`config.mk`:
```
export PLATFORM = sky130hd
export DESIGN_NAME = neopixel_frame_sequencer
export DESIGN_NICKNAME = d
export VERILOG_FILES = /design/src/rtl/neopixel_frame_sequencer.sv
export SDC_FILE = /design/constraint.sdc
export NUM_CORES = 1
export LEC_CHECK = 0
export ABC_AREA = 1
export BUFFER_PORTS_ARGS = -buffer_cell sky130_fd_sc_hd__buf_2
export CORE_MARGIN = 4
export CORE_UTILIZATION = 31
export CTS_CLUSTER_SIZE = 12
export DETAILED_ROUTE_END_ITERATION = 6
export GPL_TIMING_DRIVEN = 0
export PLACE_DENSITY = 0.51
export SETUP_SLACK_MARGIN = 0.1
export SLEW_MARGIN = 40
export SYNTH_ARGS = -nofsm -noshare
export SYNTH_HDL_FRONTEND = slang
export SYNTH_SLANG_ARGS = --single-unit
```
`constraint.sdc`:
```
create_clock -name CLK -period 14.2 [get_ports CLK]
set_input_delay 0.71 -clock CLK [delete_from_list [all_inputs] [get_ports CLK]]
set_output_delay 0.71 -clock CLK [all_outputs]
set_load 0.02 [all_outputs]
```
`src/rtl/neopixel_frame_sequencer.sv`:
```
// neopixel_frame_sequencer
//
// Frame-level driver for a WS2812 chain. Keeps a NUM_PIXELS-entry GRB frame
// buffer and, on a start pulse, hands each pixel to the single-pixel
// serialiser in index order over a valid/busy handshake. After the last
// pixel it keeps the line idle for the WS2812 latch gap and then pulses
// frame_done.
//
// Ports:
//   CLK        system clock, all logic on the rising edge
//   RST        asynchronous active-high reset
//   start      one-cycle request to send the whole frame (honoured only in IDLE)
//   wr_en      frame-buffer write strobe
//   wr_addr    pixel index to write (indices >= NUM_PIXELS are dropped)
//   wr_data    colour as {G, R, B}
//   pix_valid  request to the serialiser; pix_g/r/b are valid while high
//   pix_g/r/b  colour bytes to the serialiser
//   pix_busy   busy from the serialiser
//   frame_busy high whenever the sequencer is not in IDLE
//   frame_done one-cycle pulse in the final latch-gap cycle
module neopixel_frame_sequencer #(
    parameter int unsigned NUM_PIXELS = 8,
    parameter int unsigned CLK_HZ     = 12000000,
    parameter int unsigned LATCH_US   = 80,
    localparam int unsigned AW        = (NUM_PIXELS > 1) ? $clog2(NUM_PIXELS) : 1
) (
    input  logic          CLK,
    input  logic          RST,
    input  logic          start,
    input  logic          wr_en,
    input  logic [AW-1:0] wr_addr,
    input  logic [23:0]   wr_data,
    output logic          pix_valid,
    output logic [7:0]    pix_g,
    output logic [7:0]    pix_r,
    output logic [7:0]    pix_b,
    input  logic          pix_busy,
    output logic          frame_busy,
    output logic          frame_done
);

    localparam int unsigned LATCH_CYCLES = (CLK_HZ / 1000000) * LATCH_US;
    localparam int unsigned CW           = (LATCH_CYCLES > 1) ? $clog2(LATCH_CYCLES) : 1;

    localparam logic [CW-1:0] LATCH_LAST = CW'(LATCH_CYCLES - 1);
    localparam logic [AW-1:0] LAST_IDX   = AW'(NUM_PIXELS - 1);
    localparam logic [AW:0]   NUM_PIX    = (AW + 1)'(NUM_PIXELS);

    typedef enum logic [2:0] {
        IDLE,
        LOAD,
        SEND,
        WAIT_DONE,
        LATCH
    } state_t;

    state_t          state;
    logic [AW-1:0]   index;
    logic [CW-1:0]   latch_count;
    logic [23:0]     buffer [NUM_PIXELS];

    // Frame buffer. The extra leading zero lets the range check work even
    // when NUM_PIXELS is not a power of two. A write landing in the same
    // cycle as LOAD reads that entry is seen by the next frame, because the
    // sequencer samples the pre-edge contents.
    always_ff @(posedge CLK or posedge RST) begin
        if (RST) begin
            for (int i = 0; i < int'(NUM_PIXELS); i++) begin
                buffer[i] <= '0;
            end
        end else if (wr_en && ({1'b0, wr_addr} < NUM_PIX)) begin
            buffer[wr_addr] <= wr_data;
        end
    end

    // Sequencer. frame_done is raised on the edge that brings the latch
    // counter to its final value, so the pulse coincides with the last LATCH
    // cycle; a start in that cycle is therefore still ignored.
    always_ff @(posedge CLK or posedge RST) begin
        if (RST) begin
            state       <= IDLE;
            index       <= '0;
            latch_count <= '0;
            pix_valid   <= 1'b0;
            pix_g       <= '0;
            pix_r       <= '0;
            pix_b       <= '0;
            frame_busy  <= 1'b0;
            frame_done  <= 1'b0;
        end else begin
            frame_done <= 1'b0;
            case (state)
                IDLE: begin
                    if (start) begin
                        index      <= '0;
                        frame_busy <= 1'b1;
                        state      <= LOAD;
                    end
                end
                LOAD: begin
                    {pix_g, pix_r, pix_b} <= buffer[index];
                    pix_valid             <= 1'b1;
                    state                 <= SEND;
                end
                SEND: begin
                    // busy already high on entry counts as acceptance
                    if (pix_busy) begin
                        pix_valid <= 1'b0;
                        state     <= WAIT_DONE;
                    end
                end
                WAIT_DONE: begin
                    if (!pix_busy) begin
                        if (index == LAST_IDX) begin
                            latch_count <= '0;
                            frame_done  <= (LATCH_LAST == '0);
                            state       <= LATCH;
                        end else begin
                            index <= index + 1'b1;
                            state <= LOAD;
                        end
                    end
                end
                LATCH: begin
                    if (latch_count == LATCH_LAST) begin
                        frame_busy <= 1'b0;
                        state      <= IDLE;
                    end else begin
                        latch_count <= latch_count + 1'b1;
                        frame_done  <= ((latch_count + 1'b1) == LATCH_LAST);
                    end
                end
                default: begin
                    pix_valid  <= 1'b0;
                    frame_busy <= 1'b0;
                    state      <= IDLE;
                end
            endcase
        end
    end

endmodule

```
==> Word-level counts from Yosys, hierarchy flattened <==
Index checks and enable logic that the tools add are counted.
{ "classes": {"n_addsub": 2, "magnitude_cmp": 3, "eq_ne": 14, "mux": 27, "n_bitwise": 4, "reduce_logical": 11} }
{ "op_table": {"columns": ["operator", "count"], "rows": [
  ["bitwise mux 192 bit", 1],
  ["binary-select mux 24 bit (select 3 bit)", 1],
  ["demux 24 bit (select 3 bit)", 1],
  ["two-way mux 24 bit", 3],
  ["two-way mux 10 bit", 3],
  ["two-way mux 3 bit", 8],
  ["== test 10 bit (second input constant)", 2],
  ["case mux 10 bit (2 select lines)", 1],
  ["case mux 3 bit (5 select lines)", 1],
  ["!= test 2 bit (second input constant)", 7],
  ["AND reduction 4 bit", 3],
  ["adder 10 x 1 -> 10 bit (second input constant)", 1],
  ["greater-or-equal comparator 4 bit (second input constant)", 2],
  ["inverter 3 -> 4 bit", 2],
  ["== test 3 x 2 -> 1 bit (second input constant)", 2],
  ["== test 3 bit (second input constant)", 2],
  ["case mux 1 bit (3 select lines)", 2],
  ["case mux 3 bit (2 select lines)", 1],
  ["OR reduction 3 bit", 2],
  ["two-way mux 1 bit", 5],
  ["less-than comparator 4 x 1 -> 1 bit (second input constant)", 1],
  ["nonzero test 2 bit", 2],
  ["adder 3 x 1 -> 3 bit (second input constant)", 1],
  ["== test 3 x 1 -> 1 bit (second input constant)", 1],
  ["other kinds (5)", 6]
]} }
{ "word_totals": {"register_bits": 235, "input_bits": 32, "out_inout_bits": 27, "wordCells": 78} }

==> Longest topological paths before layout <==
{ "logic_depth": {"depth_word": 6, "mapped_depth": 9, "mapped_depth_nobuf": 8} }

==> Worst setup path after synthesis <==
No wires, ideal clock.
{ "synth_path": {"path_type": "input to register", "from": "input port wr_en", "to": "register buffer[24] in the netlist's numbering", "setup_ns": 0.132, "arrival_time_ns": 1.508, "t_required_ns": 14.068, "setup_slack_ns": 12.560, "path_stages": 7, "n_path_buf": 2, "path_cell_list": "inv_1 -> nor2_1 -> nand3_1 -> buf_2 -> buf_1 -> nand2_1 -> o21ai_0"} }
{ "synth_lines": {"columns": ["element", "line_no", "source"], "rows": [
  ["from (decl)", "30", "input logic wr_en,"],
  ["to (signal, indexed assignment)", "72", "buffer[wr_addr] <= wr_data;"],
  ["to (decl)", "60", "logic [23:0] buffer [NUM_PIXELS];"]
]} }

==> Worst setup path in the final report <==
{ "layout_path": {"from": "register index[2]", "to": "register pix_g[6]"} }
{ "layout_via": {"elab_chain_cells": 4} }
{ "layout_lines": {"columns": ["element", "line_no", "source"], "rows": [
  ["from (decl)", "58", "logic [AW-1:0] index;"],
  ["from (signal assigned)", "119", "index <= index + 1'b1;"],
  ["inverter 3 -> 4 bit (not written as such)", "101", "{pix_g, pix_r, pix_b} <= buffer[index];"],
  ["binary-select mux 24 bit (select 3 bit)", "101", null],
  ["two-way mux 24 bit (not written as such) (2 in series)", "101", null],
  ["to (signal assigned)", "101", null],
  ["to (decl)", "34", "output logic [7:0] pix_g,"]
]} }
No other way between the ends. The select of a mux whose other input is x is not followed.
A chain may end at the register's enable or synchronous reset.

==> results_dict.tcl <==
set metrics [dict create \
    status "finished clean" \
    path_cells "clkbuf_1 > inv_1 > clkbuf_1 > o211ai_1 > nand3_1 > nand2_1" \
    die_y_um 192 \
    grt_overflow 0 \
    drive_gt1_share_pct 10.9 \
    post_cts.repair.setup_buffers 0 \
    synth_top_family_by_area "compound AO/OA/AOI/OAI gates" \
    cts_buffer_depth 3 \
    worst_slew_pin_slew_ps 651 \
    post-place-ws_ps 11880 \
    synth.mux.area_fraction_pct 0 \
    hold_buffers 0 \
    cts_root_buf "clkbuf_16" \
    path_class "register to register" \
    antenna_found_initial 0 \
    worst_path_most_repeated_cell "clkbuf_1" \
    syn-num-nets 1267 \
    num_antenna_cells 0 \
    ys.flop_type "dfrtp_1" \
    rows 67 \
    coreArea_sq_um 33400 \
    critPathMaxStageDelay_ps 490 \
    hold_viol 0 \
    synth_edf_count 0 \
    grt_pass1_vias 8599 \
    stdcell_count 1784 \
    skew_ps 10.4 \
    dp_hpwl_um 23000 \
    hp-class "primary input to asynchronous set/reset pin" \
    cts_buffers 26 \
    ys_top_cells_by_count "nand2_1, o21ai_0, dfrtp_1" \
    placed_area_sq_um 11400 \
    cts.sinks 235 \
    synthCells 1231 \
    drt_iter0_drc 614 \
    die_area_sq_um 36700 \
    fillers 3558 \
    ir_worst_vdd_v 0.0000868 \
    routabilityCongestion 0.813 \
    track_usage_pct 17.5 \
    critPathArrivalTime_ps 2540 \
    final_cell_area_sq_um 12200 \
    drc 0 \
    synth_top_area_share_pct 56.2 \
    cts_tree "yes" \
    cts_max_level 1 \
    synth-xor-area-share_pct 0.0837 \
    ys_warn_count 0 \
    hold_slack_ps 182 \
    yosys-top-cells-area "dfrtp_1, o21ai_0, nand2_1" \
    synthAdderAreaFrac_pct 0.479 \
    detail_route.wl_per_cell_um 17.7 \
    post-synth-top-count-cell "nand2_1" \
    wirelength_um 31500 \
    crit_buf_inv 3 \
    synth-seq-cells 235 \
    synthSimpleGateAreaFrac_pct 18.4 \
    clk_pin_slew_ps 60 \
    clock.fmax_mhz 478 \
    seq_area_sq_um 5880 \
    synth_area_leader_cell "dfrtp_1" \
    synth-compound-area-share_pct 18.8 \
    drv_slew 0 \
    cp_slowest_cell "clkbuf_1" \
    required_ps 14650 \
    ant_nets 0 \
    syn_area_per_cell_sq_um 8.50 \
    layout_min_cycle_time_ps 2090 \
    finish.utilization_pct 36.5 \
    finalCritPeriodShare_pct 14.7 \
    finalWorstSetupSlack_ps 12110 \
    clkLatencyLatePin_ps 530 \
    ys_seq_area_share_pct 56.2 \
    fp.dieW_um 192 \
    cap_violations 0 \
    multi_input_area_sq_um 3950 \
    cp-end-kind "register" \
    dr_total_vias 8762 \
    relSlewSlack_pct 56.6 \
    netlist-cell-type-count 28 \
    cp_top_family "buffers and inverters" \
    power_density_nw_per_um2 138 \
    p_leak_nw 5.75 \
    tns_ps 0 \
    final_nets 1356 \
    synthToLayoutAreaGrowth_pct 16.7 \
    critical_path_peak_fanout 10 \
    portBuffers 58 \
    initial_core_util_pct 31.3 \
    critPathLaunchType "register" \
    cts_resized 0 \
    ios 59 \
    grt_pass1_wl_um 50600 \
    p_total_mw 1.68 \
    drt-pass1-iter-count 5 \
    async_flop_share_pct 100 \
    grt_setup_unrepaired "no" \
    dpl.cell_count 1740 \
    grt_max_degree 74 \
    netlist_area_sq_um 10500 \
    setup_violations 0 \
    vias_per_cell 4.91 \
]
cell usage in the layout (no fill, tap or decap), drive strengths merged, types with 4 or more instances in the layout:
cell type  synthesis  layout
nor3               4       4
nand2            317     317
clkbuf            37      77
nand3             40      40
inv               72      72
o21ai            275     275
nand4              5       5
ha                 4       4
o211ai            72      72
nor2             116     116
dfrtp            235     235
buf               44     105
cell families after synthesis:
kind of cell,count (synthesis)
AO/OA/AOI/OAI,353
buffers and inverters,153
adder cells (fa/ha/maj),4
flip-flops,235
XOR/XNOR,1
AND/OR/NAND/NOR,485
state kept, by name (all words and copies together) (netlist names), 3 cells and up:
register / flops
index: 3
pix_r: 8
pix_b: 8
pix_g: 8
buffer: 192
state: 3
latch_count: 10
report_power, final:
group,total [mW],switching (mW),leakage [nW],internal [mW]
Clock,0.650,0.265,0.398,0.385
Sequential,0.823,0.0493,2.99,0.774
Combinational,0.207,0.130,2.37,0.0763
Total,1.68,0.445,5.75,1.23
worst paths after layout:
check                                               to  cells past startpoint  slack (ps)                 start
worst max register to register    pix_g[6]$_DFFE_PP0P_                      6       12110  index[2]$_DFFE_PP0P_
min in group CLK                buffer[16]$_DFFE_PP0P_                      3         410           wr_data[16]
max in group asynchronous       buffer[74]$_DFFE_PP0P_                      4       12970                   RST
worst min-delay path            buffer[85]$_DFFE_PP0P_                      2         180                   RST
worst max-delay path              pix_g[6]$_DFFE_PP0P_                      6       12110  index[2]$_DFFE_PP0P_
worst min register to register    pix_r[1]$_DFFE_PP0P_                      2         470  pix_r[1]$_DFFE_PP0P_
area by class of cell:
| cell class | count | area share, % |
|---|---|---|
| sequential | 235 | 48.2 |
| multi-input combinational | 843 | 32.4 |
| clock buffer | 40 | 6.26 |
| tap | 448 | 4.59 |
| timing repair buffer | 61 | 3.05 |
| buffer | 81 | 2.92 |
| inverter | 72 | 2.28 |
| clock inverter | 4 | 0.369 |
layer usage:
layer | vias up | part of all wire [%] | GRT usage [%] | wire length, um
met4 | 0 | 1.2 | 2.73 | 386
met1 | 4310 | 48 | 25.8 | 15000
met3 | 30 | 4.8 | 2.49 | 1520
met2 | 171 | 46 | 28.1 | 14600
met5 | - | 0 | 0 | 0
li1 | 4251 | - | - | -
Note: power is estimated with default switching activity, not from simulation.
